**src/rtl/serial_adder_seq.sv**
```systemverilog
// serial_adder_seq
//    Bit-serial sequencer for an external combinational 1-bit full adder.
//    It accepts two WIDTH-bit operands and a carry-in on a start handshake.
//    It then adds them LSB first over WIDTH cycles. The sum and carry-out are
//    reported with a one-cycle done pulse.
//
// Ports
//    clk, rst_n       rising-edge clock, asynchronous active-low reset
//    start            operation request, sampled only in IDLE
//    abort            synchronous cancel, honoured only in RUN
//    op_a, op_b, cin  operands and carry-in, captured on accepted start
//    fa_a, fa_b       current operand bits presented to the full adder
//    fa_cin           stored carry presented to the full adder
//    fa_s, fa_cout    full-adder sum and carry, combinational from fa_*
//    busy             high while bits are being processed (RUN)
//    done             one-cycle pulse when sum/cout have just been updated
//    sum, cout        registered result, held until the next completion
module serial_adder_seq #(
   parameter int unsigned WIDTH = 8
) (
   input  logic             clk,
   input  logic             rst_n,
   input  logic             start,
   input  logic             abort,
   input  logic [WIDTH-1:0] op_a,
   input  logic [WIDTH-1:0] op_b,
   input  logic             cin,
   output logic             fa_a,
   output logic             fa_b,
   output logic             fa_cin,
   input  logic             fa_s,
   input  logic             fa_cout,
   output logic             busy,
   output logic             done,
   output logic [WIDTH-1:0] sum,
   output logic             cout
);

   localparam int unsigned    CW   = (WIDTH > 1) ? $clog2(WIDTH) : 1;
   localparam logic [CW-1:0]  LAST = CW'(WIDTH - 1);

   typedef enum logic [1:0] {
      IDLE,
      RUN,
      DONE
   } state_t;

   state_t           state, state_nxt;
   logic [WIDTH-1:0] a_sh, b_sh, r_sh;
   logic             carry;
   logic [CW-1:0]    cnt;

   always_ff @(posedge clk or negedge rst_n) begin
      if (!rst_n) state <= IDLE;
      else        state <= state_nxt;
   end

   always_comb begin
      state_nxt = state;
      busy      = 1'b0;
      done      = 1'b0;
      fa_a      = 1'b0;
      fa_b      = 1'b0;
      fa_cin    = 1'b0;
      unique case (state)
         IDLE: begin
            if (start) state_nxt = RUN;
         end
         RUN: begin
            busy   = 1'b1;
            fa_a   = a_sh[0];
            fa_b   = b_sh[0];
            fa_cin = carry;
            // abort wins over the final-bit transition to DONE
            if (abort)            state_nxt = IDLE;
            else if (cnt == LAST) state_nxt = DONE;
         end
         DONE: begin
            done      = 1'b1;
            state_nxt = IDLE;
         end
         default: state_nxt = IDLE;
      endcase
   end

   always_ff @(posedge clk or negedge rst_n) begin
      if (!rst_n) begin
         a_sh  <= '0;
         b_sh  <= '0;
         r_sh  <= '0;
         carry <= 1'b0;
         cnt   <= '0;
         sum   <= '0;
         cout  <= 1'b0;
      end else begin
         unique case (state)
            IDLE: begin
               if (start) begin
                  a_sh  <= op_a;
                  b_sh  <= op_b;
                  carry <= cin;
                  cnt   <= '0;
               end
            end
            RUN: begin
               if (!abort) begin
                  r_sh  <= {fa_s, r_sh[WIDTH-1:1]};
                  carry <= fa_cout;
                  a_sh  <= a_sh >> 1;
                  b_sh  <= b_sh >> 1;
                  cnt   <= cnt + CW'(1);
                  // Final bit: publish the result including the bit
                  // arriving this cycle.
                  if (cnt == LAST) begin
                     sum  <= {fa_s, r_sh[WIDTH-1:1]};
                     cout <= fa_cout;
                  end
               end
            end
            default: ;
         endcase
      end
   end

endmodule
```
**config.mk**
```make
export PLATFORM = sky130hd
export DESIGN_NAME = serial_adder_seq
export DESIGN_NICKNAME = d
export VERILOG_FILES = /design/src/rtl/serial_adder_seq.sv
export SDC_FILE = /design/constraint.sdc
export NUM_CORES = 1
export LEC_CHECK = 0
export CAP_MARGIN = 30
export CORE_ASPECT_RATIO = 0.7
export CORE_MARGIN = 5
export CORE_UTILIZATION = 30
export DETAILED_ROUTE_END_ITERATION = 16
export PLACE_DENSITY = 0.56
export SYNTH_ARGS = -nofsm -noshare
export SYNTH_HDL_FRONTEND = slang
export SYNTH_SLANG_ARGS = --single-unit
```
**constraint.sdc**
```tcl
create_clock -name clk -period 2.3 [get_ports clk]
set_input_delay 0.46 -clock clk [delete_from_list [all_inputs] [get_ports clk]]
set_output_delay 0.46 -clock clk [all_outputs]
set_load 0.1 [all_outputs]
```
==> results of run 1 <==
## power by group through the flow
| stage | sequential [mW] | clock [mW] | combinational [mW] |
|---|---|---|---|
| CTS | 1.03 | 0.493 | 0.945 |
| floorplan | 1.13 | 0 | 0.580 |
| global placement | 1.03 | 0 | 0.922 |
| detailed placement | 1.04 | 0 | 0.939 |
| finish | 1.03 | 0.464 | 0.933 |
| global route | 1.06 | 0.516 | 0.999 |
## state kept, by name, indices dropped and copies added, names as in the netlist
register,flops
sum,8
cnt,3
cout,1
state,2
a_sh,8
b_sh,8
r_sh,7
carry,1
## Yosys cell counts (all sizes together)
cell type	n	area (µm²)
mux2	46	551.8
dfrtp	38	950.9
o21ai	3	15.01
nand2	4	15.01
mux2i	3	30.03
inv	3	11.26
nand2b	2	12.51
nor3b	1	18.77
ha	2	25.02
buf	4	50.05
nor2b	4	27.53
and2b	2	15.01
a21oi	3	26.28
a21o	1	7.510
and2	4	27.53
## cell families after synthesis
family	synth area share, %
multiplexers	32.61
flip-flops	53.30
AND/OR/NAND/NOR	6.522
AO/OA/AOI/OAI	2.735
buffers and inverters	3.436
adder cells (fa/ha/maj)	1.402
## through the flow
stage | hold slack, ns | power, mW | cells | setup slack (ns) | utilization, %
after floorplan | 0.1644 | 1.710 | 120 | 0.1020 | -
after global placement | 0.4668 | 1.956 | 232 | 0.2910 | 39.11
after detailed placement | 0.4791 | 1.984 | 232 | 0.2539 | 39.11
after CTS | 0.3054 | 2.471 | 240 | 0.2261 | 40.70
after global routing | 0.3558 | 2.575 | 240 | 0.1264 | 40.70
final | 0.2744 | 2.427 | 240 | 0.2545 | 40.70
## final timing paths
check	startpoint	end	cells past startpoint	slack [ns]
max	state[0]	fa_cin	4	0.25
min	rst_n	sum[6]	1	0.27
max reg2reg	state[0]	b_sh[6]	5	0.49
min reg2reg	cnt[0]	cnt[0]	1	0.48
max in group asynchronous	rst_n	sum[2]	1	1.49
min in group clk	cnt[0]	cnt[0]	1	0.48
## cell usage in the layout, fill, tap and decap left out
cell / count
nand2_1: 4
mux2_2: 37
mux2_4: 9
a21o_1: 1
buf_12: 5
mux2i_1: 3
clkbuf_8: 6
clkinv_2: 1
buf_2: 1
and2b_1: 2
a21oi_1: 2
a21oi_4: 1
and2_4: 1
dfrtp_1: 38
nor3b_4: 1
o21ai_0: 3
buf_4: 14
inv_1: 3
clkdlybuf4s50_1: 21
nand2b_1: 2
ha_1: 2
nor2b_1: 2
and2_1: 3
clkbuf_1: 1
nor2b_2: 2
## worst max-delay path: cells and delay by family (launching register included)
family / cells / cell delay [ns]
flops: 1 / 0.47
buf+inv: 2 / 0.43
simple gates: 2 / 0.41
## layout make-up
class / instances / share of cell area, %
well taps: 75 / 4.006
multi-input cells: 75 / 33.07
clock buffers: 7 / 3.686
flip-flops and latches: 38 / 40.60
inverters: 3 / 0.4808
repair buffers: 41 / 17.95
clock inverters: 1 / 0.2137
## routing by layer
metal	GRT usage (%)	vias to the layer above	wire (µm)
met5	0	-	0
met3	3.843	5	212
met4	3.493	0	44
met1	13.54	508	1611
met2	13.82	25	1417
li1	-	509	-
==> key figures, run 1 <==
Pwr
  • Sequential power share: 42.5%
  • Pwr dens: 1036 mW/mm²
  • Leakage Power: 1.038 nW
  • Combinational Power Share: 38.4%
  • Switching power share of the total: 34.30%
  • Clock share of power: 19.1%
  • Worst vdd ir: 0.4898 mV
  • Int Pwr: 1.594 mW
  • NetSw: 832.3 µW

Drt
  • Post-route ant nets: 0
  • DR WL/cell: 13.69 µm
  • DRT Pass-1 Iters: 3
  • Via count: 1,047
  • Vias per cell: 4.363
  • Number of DRC markers in iteration 0: 38
  • Drt total wl: 3286 µm
  • DRC viols: 0

Yosys
  • Syn Nets: 145
  • Flops & latches, synth: 38
  • Syn_area_per_cell: 14.87 µm²
  • Mapped Area: 0.001784 mm²
  • Synth cell types: 21
  • Ys Warns: 0
  • Seq/Total Area, Yosys: 53.30%
  • Cells after synthesis: 120

Cells and area
  • Layout filler cell count: 547
  • Post-route cell area: 0.002342 mm²
  • Ant diodes: 0
  • Share of layout cells above drive strength 1: 47.27%
  • FF/Latch Area: 950.9 µm²
  • Nets@finish: 189
  • Multi-input gate area: 774.5 µm²
  • Area grow syn2layout: 31.28%

GRT
  • Overflow after GRT: 0
  • First-pass GRT wire length: 5630 µm
  • Vias in the first global route: 1,148
  • Largest net degree at the start of global routing: 39
  • GRT Overall Usage: 9.757%
  • Initial antenna violation count: 0

Place
  • Port bufs: 36
  • Dpl hpwl: 2381 µm
  • Placed cell area: 0.002251 mm²
  • GP Congestion: 0.7025

Timing
  • Hold Violations, Final: 0
  • Max-Slew Margin vs Limit: 43.54%
  • Slew @ Worst Pin: 0.8469 ns
  • Sum Neg Setup Slack: 0 ns
  • Setup Skew: 0.002495 ns
  • Final Max Tran Viols: 0
  • RSZ-0062 raised after global routing: false
  • Highest Clock Rate: 488.9 MHz
  • Final setup fails: 0
  • Post-route clock period utilization: 88.94%
  • Period minus WS final: 2.046 ns

Clocking
  • Clock Pin Slew Worst Setup and Hold Paths: 0.07 ns
  • H-tree lvl count: 2
  • Clk root buf: clkbuf_8
  • Post-CTS Resized: 0
  • CTS Hold Bufs: 0
  • Post-CTS Setup Repair Bufs: 0
  • Max Buffers Root-to-Sink: 2
  • Inserted Clock Buffers: 5
  • Clk Latency, worst-skew pair: 0.28 ns
  • CTS Sinks: 38
  • CTS tree: done

Setup path
  • Cell Chain, Critical Path: nor2b_2 > buf_4 > and2_1 > buf_12
  • CP startpoint kind: flip-flop
  • Arr. time, crit path: 1.59 ns
  • Largest stage delay, worst path: 0.47 ns
  • CP max-delay cell: dfrtp_1
  • Crit path kind: reg2out
  • Critical Path RT: 1.84 ns
  • CP max FO: 15
  • CP Capture Type: output port

Floorplanning
  • Initial Util: 31.00%
  • Die width: 102.2 µm
  • Core area: 0.005756 mm²
  • Die area: 0.007614 mm²
  • Num rows: 23
  • I/O pin count: 37
  • Die H: 74.52 µm

Run status
  • Status: complete, no violations

Flow run
  • Max Cap Viol: 0

Worst hold path
  • Hold Crit Class: in2async
Note: power is estimated with default switching activity, not from simulation.
==> run 2: changes to the inputs <==
--- a/config.mk
+++ b/config.mk
@@ -10,6 +10,7 @@
 export CORE_MARGIN = 5
 export CORE_UTILIZATION = 30
 export DETAILED_ROUTE_END_ITERATION = 16
+export GPL_TIMING_DRIVEN = 0
 export PLACE_DENSITY = 0.56
 export SYNTH_ARGS = -nofsm -noshare
 export SYNTH_HDL_FRONTEND = slang
==> run 2 against run 1 <==
  * Combinational power down 6.6%
  * Worst setup slack lost 0.21 ns
  * Largest cell class unchanged
  * Clock skew increased by 0.00075 ns
  * Critical endpoint is now sum[7]
  * Utilization decreased by 0.46 points
==> key figures, run 2 (synthesis results as in run 1) <==
Run status
  • Status: complete, no violations (unchanged)

Clocking
  • Inserted Clock Buffers: 5 (unchanged)
  • Clk Latency, worst-skew pair: 0.28 ns (about the same)
  • CTS tree: done (unchanged)
  • CTS Hold Bufs: 0 (unchanged)
  • H-tree lvl count: 2 (unchanged)
  • Max Buffers Root-to-Sink: 2 (unchanged)
  • Clock Pin Slew Worst Setup and Hold Paths: 0.07 ns (about the same)
  • CTS Sinks: 38 (unchanged)
  • Post-CTS Resized: 21 (was 0)
  • Clk root buf: clkbuf_8 (unchanged)
  • Post-CTS Setup Repair Bufs: 0 (unchanged)

Cells and area
  • Nets@finish: 188 (was 189)
  • Top Registers: a_sh x8, b_sh x8, sum x8 (unchanged)
  • Most frequent cells in the layout: dfrtp_1 (38), mux2_2 (37), clkdlybuf4s50_1 (30) (was dfrtp_1 (38), mux2_2 (37), clkdlybuf4s50_1 (21))
  • Post-route cell area: 0.002316 mm² (was 0.002342 mm²)
  • Area grow syn2layout: 29.80% (was 31.28%)
  • Layout filler cell count: 545 (was 547)
  • Ant diodes: 0 (unchanged)
  • Commonest non-fill, non-tap cell in the layout: dfrtp_1 (unchanged)
  • Share of layout cells above drive strength 1: 41.46% (was 47.27%)

Pwr
  • Worst vdd ir: 0.3710 mV (was 0.4898 mV)
  • Clock share of power: 19.4% (was 19.1%)
  • Int Pwr: 1.547 mW (was 1.594 mW)
  • Power consumption: 2.358 mW (was 2.427 mW)
  • Switching power share of the total: 34.39% (was 34.30%)
  • Combinational Power Share: 37.0% (was 38.4%)
  • Sequential power share: 43.6% (was 42.5%)
  • Pwr dens: 1018 mW/mm² (was 1036 mW/mm²)
  • Leakage Power: 0.9989 nW (was 1.038 nW)
  • NetSw: 810.7 µW (was 832.3 µW)

Drt
  • DRT Pass-1 Iters: 4 (was 3)
  • Post-route ant nets: 0 (unchanged)
  • Via count: 1,043 (was 1,047)
  • DR WL/cell: 13.41 µm (was 13.69 µm)
  • DRC viols: 0 (unchanged)
  • Number of DRC markers in iteration 0: 14 (was 38)
  • Vias per cell: 4.364 (was 4.363)
  • Drt total wl: 3206 µm (was 3286 µm)

Timing
  • Final Max Tran Viols: 0 (unchanged)
  • Max-Slew Margin vs Limit: 35.20% (was 43.54%)
  • RSZ-0062 raised after global routing: false (unchanged)
  • Setup Skew: 0.003241 ns (was 0.002495 ns)
  • Post-route clock period utilization: 97.90% (was 88.94%)
  • Highest Clock Rate: 444.1 MHz (was 488.9 MHz)
  • Final setup fails: 0 (unchanged)
  • Hold_ws: 0.2783 ns (was 0.2744 ns)
  • Slew @ Worst Pin: 0.9690 ns (was 0.8469 ns)
  • Hold Violations, Final: 0 (unchanged)
  • Period minus WS final: 2.252 ns (was 2.046 ns)

Place
  • Dpl hpwl: 2371 µm (was 2381 µm)
  • GP Congestion: 0.6821 (was 0.7025)
  • Port bufs: 36 (unchanged)
  • Placed cell area: 0.002236 mm² (was 0.002251 mm²)

GRT
  • Initial antenna violation count: 0 (unchanged)
  • Vias in the first global route: 1,173 (was 1,148)
  • Overflow after GRT: 0 (unchanged)
  • GRT Overall Usage: 9.672% (was 9.757%)
  • Largest net degree at the start of global routing: 39 (unchanged)
  • First-pass GRT wire length: 5575 µm (was 5630 µm)

Setup path
  • Cell Chain, Critical Path: clkdlybuf4s50_1 (was nor2b_2 > buf_4 > and2_1 > buf_12)
  • CP max-delay cell: clkdlybuf4s50_1 (was dfrtp_1)
  • Crit path kind: reg2out (unchanged)
  • Arr. time, crit path: 1.79 ns (was 1.59 ns)
  • Largest delay share family, worst path: buffers and inverters (was flip-flops)
  • Critical Path RT: 1.84 ns (about the same)
  • Worst setup path start: sum[7] (was state[0])
  • Reg-to-Reg Start: state[1] (was state[0])
  • CP startpoint kind: flip-flop (unchanged)
  • CP max FO: 2 (was 15)
  • Largest stage delay, worst path: 1.14 ns (was 0.47 ns)
  • CP Capture Type: output port (unchanged)
  • Buf/Inv on CP: 1 (was 2)

Worst hold path
  • Hold Crit Class: in2async (unchanged)

Floorplanning
  • I/O pin count: 37 (unchanged)
  • Num rows: 23 (unchanged)
  • Initial Util: 31.00% (unchanged)
  • Core area: 0.005756 mm² (unchanged)
  • Die H: 74.52 µm (unchanged)
  • Die width: 102.2 µm (unchanged)
  • Die area: 0.007614 mm² (unchanged)

Flow run
  • Max Cap Viol: 0 (unchanged)
-- run 2: cell count changes in the layout (fill, tap and decap cells not counted), sizes merged --
cell and delta:
buf -14, clkdlybuf4s50 +9, clkbuf +3, clkdlybuf4s15 +1
-- run 2: routing by layer --
layer	GRT usage (%)	up-vias	wire [µm]
li1	-	507	-
met1	11.94	505	1490
met2	15.12	24	1430
met3	3.749	7	231
met4	4.367	0	53
met5	0	-	0
-- run 2: path summary, 6_finish.rpt --
kind                            to  slack (ns)  cells after the start
setup / recovery            sum[7]        0.05                      1
hold / removal              sum[6]        0.28                      1
setup reg to reg              cout        0.53                      4
hold reg to reg             cnt[0]        0.48                      1
max in group asynchronous  b_sh[2]        1.49                      1
min in group clk            cnt[0]        0.48                      1
-- run 2: final cells by class --
cell class,count,area (µm²),area share [%]
Tap cell,75,93.84,4.052
Timing Repair Buffer,36,344.1,14.86
Inverter,3,11.26,0.4862
Sequential cell,38,950.9,41.06
Multi-Input combinational cell,75,774.5,33.44
Clock inverter,1,5.005,0.2161
Buffer,4,50.05,2.161
Clock buffer,7,86.33,3.728
-- run 2: power by group through the flow --
stage / clock [mW] / combinational [mW] / sequential [mW]
floorplan: 0 / 0.580 / 1.13
global placement: 0 / 0.876 / 1.03
detailed placement: 0 / 0.894 / 1.04
CTS: 0.482 / 0.879 / 1.03
global route: 0.512 / 0.935 / 1.06
finish: 0.458 / 0.871 / 1.03
-- run 2: through the flow --
stage                     TNS (ns)  util [%]  cells  worst slack [ns]
after CTS                        0     40.22    239           0.02451
after global routing             0     40.24    239          0.001753
after floorplan                  0         -    120            0.1020
final                            0     40.24    239           0.04823
after detailed placement    -1.316     38.85    231           -0.3581
after global placement      -6.916     38.93    231           -0.3417
